$ cat config.mk
export PLATFORM = sky130hd
export DESIGN_NAME = lmc_mem_loader
export DESIGN_NICKNAME = d
export VERILOG_FILES = /design/src/rtl/lmc_mem_loader.sv
export SDC_FILE = /design/constraint.sdc
export NUM_CORES = 1
export LEC_CHECK = 0
export ABC_AREA = 1
export CORE_AREA = 2 2 41 61
export DETAILED_ROUTE_END_ITERATION = 8
export DIE_AREA = 0 0 43 63
export GPL_TIMING_DRIVEN = 0
export PLACE_DENSITY_LB_ADDON = 0.05
export SETUP_SLACK_MARGIN = 0.02
export SLEW_MARGIN = 20
export SYNTH_ARGS = -nofsm -noshare
export SYNTH_HDL_FRONTEND = slang
export SYNTH_SLANG_ARGS = --single-unit
$ cat constraint.sdc
create_clock -name clk -period 1.04 [get_ports clk]
set_input_delay 0.312 -clock clk [delete_from_list [all_inputs] [get_ports clk]]
set_output_delay 0.312 -clock clk [all_outputs]
set_load 0.01 [all_outputs]
$ cat src/rtl/lmc_mem_loader.sv
// Purpose : streams DEPTH program words into the LMC RAM, optionally re-reads and XOR-checks them.
// Latency : done 8 edges after the start edge with in_valid held high (13 with read-back verify).
// Backpress: in_ready is high only in LOAD; one word per two cycles, words offered elsewhere are not taken.
//
// Ports
//   clk, rst_n        : single clock, synchronous active-low reset
//   start             : begin a run (sampled only in IDLE or DONE)
//   in_data/in_valid/in_ready : program word stream from the host, valid/ready handshake
//   mem_adr/mem_din/mem_we    : registered RAM write port (write happens on the edge where mem_we=1)
//   mem_dout          : asynchronous RAM read data for mem_adr
//   busy/done/err/chk : run status, verify mismatch, XOR checksum of accepted words
//
// Build option: define LMC_LOADER_VERIFY_EN to add the VERIFY/CHECK read-back pass.
// Without it err is tied low and mem_dout is ignored.

module lmc_mem_loader #(
    parameter int AW    = 2,
    parameter int DW    = 4,
    parameter int DEPTH = 1 << AW
) (
    input  logic          clk,
    input  logic          rst_n,
    input  logic          start,
    input  logic [DW-1:0] in_data,
    input  logic          in_valid,
    output logic          in_ready,
    output logic [AW-1:0] mem_adr,
    output logic [DW-1:0] mem_din,
    output logic          mem_we,
    input  logic [DW-1:0] mem_dout,
    output logic          busy,
    output logic          done,
    output logic          err,
    output logic [DW-1:0] chk
);

    typedef enum logic [2:0] {
        IDLE   = 3'd0,
        LOAD   = 3'd1,
        WRITE  = 3'd2,
        VERIFY = 3'd3,
        CHECK  = 3'd4,
        DONE   = 3'd5
    } state_t;

    // Last address of a run; the counter stops here instead of wrapping.
    localparam logic [AW-1:0] LAST_ADR = AW'(DEPTH - 1);

    state_t        state;
    logic [AW-1:0] cnt;

    // The loader only takes a word while waiting in LOAD; the following
    // WRITE cycle gives the RAM one full cycle with a stable strobe.
    assign in_ready = (state == LOAD);

`ifdef LMC_LOADER_VERIFY_EN
    logic [DW-1:0] rsum;
    logic          err_q;

    assign err = err_q;
`else
    // No read-back pass: the RAM output is not observed.
    logic unused_dout;

    assign unused_dout = ^mem_dout;
    assign err         = 1'b0;
`endif

    always_ff @(posedge clk) begin
        if (!rst_n) begin
            state   <= IDLE;
            cnt     <= '0;
            mem_adr <= '0;
            mem_din <= '0;
            mem_we  <= 1'b0;
            busy    <= 1'b0;
            done    <= 1'b0;
            chk     <= '0;
`ifdef LMC_LOADER_VERIFY_EN
            rsum    <= '0;
            err_q   <= 1'b0;
`endif
        end else begin
            case (state)
                // A finished run keeps done/err/chk until the next start,
                // and start from DONE begins a new run without a reset.
                IDLE, DONE: begin
                    if (start) begin
                        state <= LOAD;
                        cnt   <= '0;
                        chk   <= '0;
                        done  <= 1'b0;
                        busy  <= 1'b1;
`ifdef LMC_LOADER_VERIFY_EN
                        rsum  <= '0;
                        err_q <= 1'b0;
`endif
                    end
                end

                LOAD: begin
                    if (in_valid) begin
                        mem_din <= in_data;
                        mem_adr <= cnt;
                        mem_we  <= 1'b1;
                        chk     <= chk ^ in_data;
                        state   <= WRITE;
                    end else begin
                        mem_we  <= 1'b0;
                    end
                end

                // mem_we is high during this whole cycle, so the RAM takes
                // the word on the edge that leaves WRITE.
                WRITE: begin
                    mem_we <= 1'b0;
                    if (cnt == LAST_ADR) begin
`ifdef LMC_LOADER_VERIFY_EN
                        state   <= VERIFY;
                        cnt     <= '0;
                        mem_adr <= '0;
`else
                        state   <= DONE;
                        busy    <= 1'b0;
                        done    <= 1'b1;
`endif
                    end else begin
                        cnt   <= cnt + 1'b1;
                        state <= LOAD;
                    end
                end

`ifdef LMC_LOADER_VERIFY_EN
                // mem_adr is already settled at the start of each VERIFY
                // cycle, so the asynchronous read is folded in at the edge.
                VERIFY: begin
                    rsum <= rsum ^ mem_dout;
                    if (cnt == LAST_ADR) begin
                        state <= CHECK;
                    end else begin
                        cnt     <= cnt + 1'b1;
                        mem_adr <= cnt + 1'b1;
                    end
                end

                CHECK: begin
                    err_q <= (rsum != chk);
                    busy  <= 1'b0;
                    done  <= 1'b1;
                    state <= DONE;
                end
`endif

                default: begin
                    state  <= IDLE;
                    mem_we <= 1'b0;
                    busy   <= 1'b0;
                end
            endcase
        end
    end

endmodule
; Word-level counts from Yosys, hierarchy flattened
; Index checks and enable logic that the tools add are counted.
[totals]
ff_bits = 18
latchBits = 0
ramBits = 0
romBits = 0
inputBits = 12
output_inout_bits = 15
wordCells = 47
n_memories = 0
[op_classes]
addsub = 1
multipliers = 0
n_div = 0
order_cmp = 0
n_eq_ne = 8
n_shift = 0
n_mux = 18
n_bitwise = 2
reduce_logical = 10
[ops]
columns = operator, count
row1 = 3-bit AND reduction, 4
row2 = 3-bit two-way mux, 3
row3 = 3-bit case mux with 3 select lines, 1
row4 = 4-bit two-way mux, 2
row5 = 2-bit inequality test (second input constant), 4
row6 = 4-bit case mux with 2 select lines, 1
row7 = 1-bit two-way mux, 5
row8 = 2-bit two-way mux, 2
row9 = 1-bit case mux with 2 select lines, 2
row10 = 2-bit case mux with 2 select lines, 1
row11 = 2-bit AND reduction, 2
row12 = 2-bit nonzero test, 2
row13 = 4-bit bitwise XOR, 1
row14 = 3-bit by 1-bit == test with 1-bit output (second input constant), 1
row15 = 3-bit by 2-bit == test with 1-bit output (second input constant), 1
row16 = 3-bit == test (second input constant), 1
row17 = 3-bit zero test, 1
row18 = 1-bit case mux with 3 select lines, 1
row19 = 2-bit by 1-bit adder with 2-bit output (second input constant), 1
row20 = 2-bit == test (second input constant), 1
row21 = 2-bit OR reduction, 1
row22 = 1-bit NOT, 1

; Longest topological paths before layout
; Gate-level depths: netlist (run 1).
[depth]
ltp_word = 4
depth_mapped = 8
mapped_depth_nobuf = 8

; Worst setup path before layout (run 1)
; No wires, ideal clock.
[synth_timing]
kind = reg2reg
startpoint = register state[1]
endpoint = register mem_adr[1]
setup_ns = 0.070
t_arrival_ns = 0.971
required_time_ns = 0.970
slack_ns = -0.001
path_stages_with_launch = 8
path_buffers = 0
synth_period_minus_slack_ns = 1.041
path_cell_list = dfxtp_1 > inv_2 > nand3_2 > inv_2 > nand2_4 > inv_2 > o21ai_1 > a21oi_1
[synth_between]
elab_chain_cells = 2
[synth_lines]
columns = item, line
row1 = from (decl), 49  ; state_t state;
row2 = from (signal assigned), 71  ; state <= IDLE;
row3 = from (signal assigned), 89  ; state <= LOAD;
row4 = from (signal assigned), 107  ; state <= WRITE;
row5 = 3-bit by 1-bit == test with 1-bit output, --
row6 = net in_ready, 26  ; output logic in_ready,
row7 = 2-bit AND reduction (no source line), --
row8 = to (signal assigned), 104  ; mem_adr <= cnt;
row9 = to (decl), 27  ; output logic [AW-1:0] mem_adr,
; The timed path passes the listed nets, and every way through them passes these cells.
; A chain may end at the register's enable or synchronous reset.

; Worst setup path after layout (run 1)
[layout_timing]
startpoint = register state[2]
endpoint = output in_ready
[layout_between]
elab_chain_cells = 1
[layout_lines]
columns = item, line
row1 = 3-bit by 1-bit == test with 1-bit output, 54  ; assign in_ready = (state == LOAD);
row2 = to (decl), 26
; No other way between the ends.

==> flow_metrics.tcl, run 1 <==
set metrics [dict create \
    outcome "finished with violations" \
    violations "negative setup slack" \
    portBuffers 21 \
    die_x_microns 43 \
    ctsLongestPathBuffers 2 \
    ant_nets 0 \
    synth.cell_area_sq_um 836 \
    routed_wl_microns 2130 \
    crit_arrival_ns 0.95 \
    wire_per_inst_microns 12.0 \
    core_area_sq_um 2210 \
    cap_violations 0 \
    clock_sinks 18 \
    vias_per_cell 4.90 \
    power_density_nw_per_um2 1290 \
    leakage_nw 0.673 \
    rsz0062_at_grt "true" \
    grt_pass1_wl_microns 3620 \
    fin_cells 177 \
    cts_tree "done" \
    grt_max_degree 11 \
    hp-class "flip-flop to flip-flop" \
    grt.total_usage 0.173 \
    synth_seq_area_share 0.431 \
    rr_endpoint "mem_adr[1]" \
    final-hold-violation-count 0 \
    placed_area_sq_um 1090 \
    rows 21 \
    timing.fmax_mhz 795 \
    peakVddDrop_v 0.000649 \
    clock_latency_ns 0.29 \
    worstSetupEndpointType "output port" \
    finalSetupViolations 31 \
    grt_pass1_vias 802 \
    slew_violations 0 \
    dr.pass1.iters 4 \
    clk_pin_slew_ns 0.11 \
    die_height_microns 63 \
    finalHoldWorstSlack_ns 0.481 \
    root_buffer "clkbuf_4" \
    multi_input_area_sq_um 566 \
    utilization 0.653 \
    crit_path_max_fanout 2 \
    drc_errors 0 \
    place_ws_ns -0.477 \
    initial_core_util 0.379 \
    ff2ff_setup_slack_ns -0.20 \
    grt.overflow.total 0 \
    io_pins 27 \
    crit_end "in_ready" \
    fin_crit_sh 1.21 \
    startpoint "state[2]" \
    cts_buffers 3 \
    antenna_found_initial 0 \
    nNetsFinal 168 \
    worst-r2r-cell-count 9 \
    syn-instance-count 113 \
    layout.area.seq_sq_um 388 \
    drtIter0Drc 17 \
    area_delta_synth_final_pct 72.5 \
    synth.distinct_cells 22 \
    final.setup_skew_ns 0.00425 \
    die-area_sq_um 2710 \
    hold_buffers 0 \
    globalplace.congestion 0.784 \
    ys_ff_latch 18 \
    cts-htree-levels 1 \
    worst_slack_ns -0.218 \
    cp.required_ns 0.73 \
    fillers 192 \
    crit_type "flip-flop to output port" \
    cp-start-kind "flip-flop" \
    avgSynthCellArea_sq_um 7.40 \
    fin_area_sq_um 1440 \
    syn_nets 126 \
    hpwl_microns 1370 \
    r2r_start "state[2]" \
    antenna_cells 0 \
    drive_above_1_share 0.565 \
    dp.cells 157 \
    post-route-min-period_ns 1.26 \
    vias 868 \
    ys.warnings.count 0 \
]
synth_stat cells (all sizes together):
cell	instances	area share
ha	1	0.015
dfxtp	18	0.43
nand4	3	0.040
buf	1	0.0090
nor3	2	0.012
clkbuf	1	0.0045
nor2	20	0.096
o21ai	9	0.058
nand3	9	0.072
a21oi	8	0.048
xor2	2	0.021
inv	14	0.063
conb	1	0.0045
nand2	24	0.13
per-stage QoR:
stage / power (mW) / TNS, ns
floorplan: 1.05 / 0
global placement: 1.22 / -8.99
detailed placement: 1.22 / -9.22
CTS: 1.81 / -2.32
global route: 1.97 / -4.18
finish: 1.86 / -2.44
critical path: stages, from the launching register on:
cell	delay, ns
dfxtp_2	0.34
inv_2	0.07
nand3_4	0.08
inv_4	0.07
buf_6	0.09
report_power, final:
part           leakage (nW)  switching (mW)  internal [mW]
clock                0.0210           0.231          0.213
combinational         0.497           0.315          0.301
sequential            0.155          0.0478          0.753
total                 0.673           0.594           1.27
logic make-up after synthesis:
family | share of synthesized area
simple gates | 0.346
flops | 0.431
compound gates | 0.106
buf+inv | 0.0763
xor+xnor | 0.0210
fa+ha+maj | 0.0150
other cells | 0.00449
layer usage:
layer  share of wire  GRT usage  routed length (microns)  up-vias
met5               0          0                        0        -
met1            0.40      0.209                      853      399
met2            0.54      0.288                     1160       17
li1                -          -                        -      448
met4           0.021     0.0720                       44        0
met3           0.037     0.0376                       79        4
final cells by class:
cell class / instances / share of cell area
sequential: 18 / 0.269
buffer: 2 / 0.00868
clock buffer: 4 / 0.0252
multi-input combinational: 80 / 0.392
inverter: 14 / 0.0469
tap: 23 / 0.0200
timing repair buffer: 36 / 0.238
flip-flops by register name (all words and copies together) (netlist names):
register,count
chk,4
mem_din,4
state,3
cnt,2
mem_adr,2
busy,1
done,1
mem_we,1
placed cells by master, fill, tap and decap left out, types with 3 or more instances in the layout:
cell / count
dfxtp_4: 3
buf_4: 15
inv_2: 5
dfxtp_2: 13
nand2_4: 3
clkdlybuf4s50_1: 6
nand3_1: 5
buf_6: 15
a21oi_1: 7
o21ai_1: 4
nand2_1: 18
clkbuf_4: 3
inv_1: 7
o21ai_2: 4
nor2_1: 9
nor2_4: 10
what timing repair did:
item | CTS | global route
gates cloned | 1 | 0
resized for setup | 115 | 14
buffers inserted | 11 | 5
endpoints found under the setup margin | 30 | 32
pin swaps | 4 | 1
worst min path at each step:
stage | start | to | slack, ns | cells after the start
6_report | cnt[1] | mem_adr[1] | 0.48 | 2
5_1_grt | cnt[1] | mem_adr[1] | 0.51 | 2
4_1_cts | cnt[1] | mem_adr[1] | 0.48 | 2
3_5_place_dp | busy | busy | 0.47 | 2
3_3_place_gp | busy | busy | 0.46 | 2
2_1_floorplan | cnt[1] | mem_adr[1] | 0.45 | 2
(Power assumes the default switching activity.)
==> run 2, diff against run 1 <==
--- a/config.mk
+++ b/config.mk
@@ -6,11 +6,13 @@
 export NUM_CORES = 1
 export LEC_CHECK = 0
 export ABC_AREA = 1
-export CORE_AREA = 2 2 41 61
+export CORE_AREA = 2 2 40 60
+export CTS_BUF_LIST = sky130_fd_sc_hd__clkbuf_2
 export DETAILED_ROUTE_END_ITERATION = 8
-export DIE_AREA = 0 0 43 63
+export DIE_AREA = 0 0 42 62
 export GPL_TIMING_DRIVEN = 0
 export PLACE_DENSITY_LB_ADDON = 0.05
+export REMOVE_ABC_BUFFERS = 1
 export SETUP_SLACK_MARGIN = 0.02
 export SLEW_MARGIN = 20
 export SYNTH_ARGS = -nofsm -noshare
==> run 2 against run 1 <==
The flow still finishes with violations (negative setup slack). Register-to-register slack about the same. Via count increased by 9.8%. Largest power group unchanged. Non-clock buffer count grew 6. Highest routed layer unchanged. Largest cell class unchanged. First-iteration DRC count increased by 59%. Power decreased by 3.0%. Critical path type unchanged. Cell area rose by 5.6%. Maximum frequency is 2.8% lower. Clock power fell by 34%. Final cell count grew 2.8%.
==> flow_metrics.tcl, run 2 (synthesis gave the netlist of run 1 again) <==
set metrics [dict create \
    outcome "finished with violations" \
    violations "negative setup slack" \
    cts-htree-levels 1 \
    initial_core_util 0.393 \
    max_stage_delay_ns 0.36 \
    crit_arrival_ns 0.98 \
    grt_pass1_vias 885 \
    area_delta_synth_final_pct 82.0 \
    setup_tns_ns -3.33 \
    clock_sinks 18 \
    worstSetupEndpointType "output port" \
    antenna_cells 0 \
    grt_pass1_wl_microns 3720 \
    crit_chain "inv_2 -> nand3_4 -> inv_4 -> buf_6" \
    final-hold-violation-count 0 \
    vias_per_cell 5.24 \
    fin_area_sq_um 1520 \
    ctsLongestPathBuffers 2 \
    portBuffers 21 \
    die_height_microns 62 \
    crit_end "in_ready" \
    power_density_nw_per_um2 1190 \
    p_sw_frac 0.344 \
    routed_wl_microns 2500 \
    largestRegisters "chk (4), mem_din (4), state (3)" \
    startpoint "state[2]" \
    grt.total_usage 0.189 \
    grt.overflow.total 0 \
    die_x_microns 42 \
    slowest_stage "dfxtp_2" \
    die-area_sq_um 2600 \
    clkPwrFrac 0.161 \
    nNetsFinal 174 \
    grt_max_degree 15 \
    drc_errors 0 \
    antenna_found_initial 0 \
    ff2ff_setup_slack_ns -0.20 \
    worstPathBufferInverterCount 3 \
    post-route-min-period_ns 1.30 \
    clock_latency_ns 0.31 \
    ant_nets 0 \
    clk_pin_slew_ns 0.16 \
    rows 21 \
    layout_common_cells "19 x buf_4, 16 x dfxtp_2, 16 x buf_6" \
    vias 953 \
    core_area_sq_um 2130 \
    cts_buffers 3 \
    fin_crit_sh 1.25 \
    cts_tree "done" \
    power_frac_comb 0.396 \
    cp.depth 4 \
    leakage_nw 0.697 \
    io_pins 27 \
    cp-start-kind "flip-flop" \
    crit_type "flip-flop to output port" \
    crit_path_max_fanout 2 \
    cp.required_ns 0.73 \
    globalplace.congestion 0.741 \
    r2r_start "state[2]" \
    intPower_mw 1.18 \
    cap_violations 0 \
    drtIter0Drc 27 \
    drive_above_1_share 0.629 \
    pwr-share-seq 0.443 \
    wire_per_inst_microns 13.7 \
    worst_slack_ns -0.255 \
    final.setup_skew_ns 0.00730 \
    placed_area_sq_um 1060 \
    dr.pass1.iters 4 \
    peakVddDrop_v 0.000875 \
    finalSetupViolations 32 \
    rsz0062_at_grt "true" \
    timing.fmax_mhz 772 \
    root_buffer "clkbuf_2" \
    crit_family "flip-flops" \
    hpwl_microns 1240 \
    hp-class "primary input to flip-flop" \
    rr_endpoint "mem_adr[1]" \
    final_common_cell "buf_4" \
    netSwitchingPower_uw 620 \
    worst-r2r-cell-count 9 \
    slew_violations 0 \
]
-- run 2: power by group through the flow --
stage                     combinational, mW  sequential, mW  clock (mW)
after detailed placement              0.408           0.797           0
after global placement                0.409           0.794           0
after global routing                  0.771           0.806       0.324
after CTS                             0.615           0.798       0.306
after floorplan                       0.226           0.811           0
final                                 0.714           0.799       0.291
-- run 2: layout make-up --
type	count	area [sq um]
tap	23	28.8
sequential	18	384
clock buffer	3	15.0
timing repair buffer	44	422
fill	164	607
multi-input combinational	80	602
inverter	14	70.1
-- run 2: what timing repair did --
item                                    in CTS  in global routing
hold buffers                                 0                  0
gates resized for setup                    124                 19
pin swaps                                    8                 11
endpoints found under the setup margin      32                 32
gates cloned                                 1                  0
buffers inserted                            16                  7
-- run 2: through the flow --
stage	worst slack (ns)	utilization	hold WS, ns	total power, mW	cells
after global routing	-0.299	0.715	0.428	1.90	182
after floorplan	-0.00102	-	0.433	1.04	111
after detailed placement	-0.658	0.500	0.455	1.21	155
final	-0.255	0.715	0.417	1.80	182
after global placement	-0.675	0.500	0.450	1.20	155
after CTS	-0.243	0.653	0.472	1.72	175
-- run 2: layer usage --
metal | track usage | up-vias | wire length, microns | part of all wire
li1 | - | 457 | - | -
met1 | 0.189 | 452 | 928 | 0.37
met2 | 0.350 | 33 | 1350 | 0.54
met3 | 0.0318 | 11 | 113 | 0.045
met4 | 0.152 | 0 | 112 | 0.045
met5 | 0 | - | 0 | 0
-- run 2: how the worst min path moves through the flow --
| stage | start | to | slack, ns | cells after the start |
|---|---|---|---|---|
| floorplan | rst_n | cnt[1] | 0.43 | 2 |
| global placement | done | done | 0.45 | 2 |
| detailed placement | done | done | 0.46 | 2 |
| CTS | cnt[0] | cnt[0] | 0.47 | 1 |
| global route | rst_n | mem_din[3] | 0.43 | 3 |
| finish | rst_n | mem_din[3] | 0.42 | 3 |
-- run 2: worst min-delay path, cell delays in order --
cell and delay [ns]:
clkbuf_2 0.24, o21ai_2 0.11, nor2_1 0.04
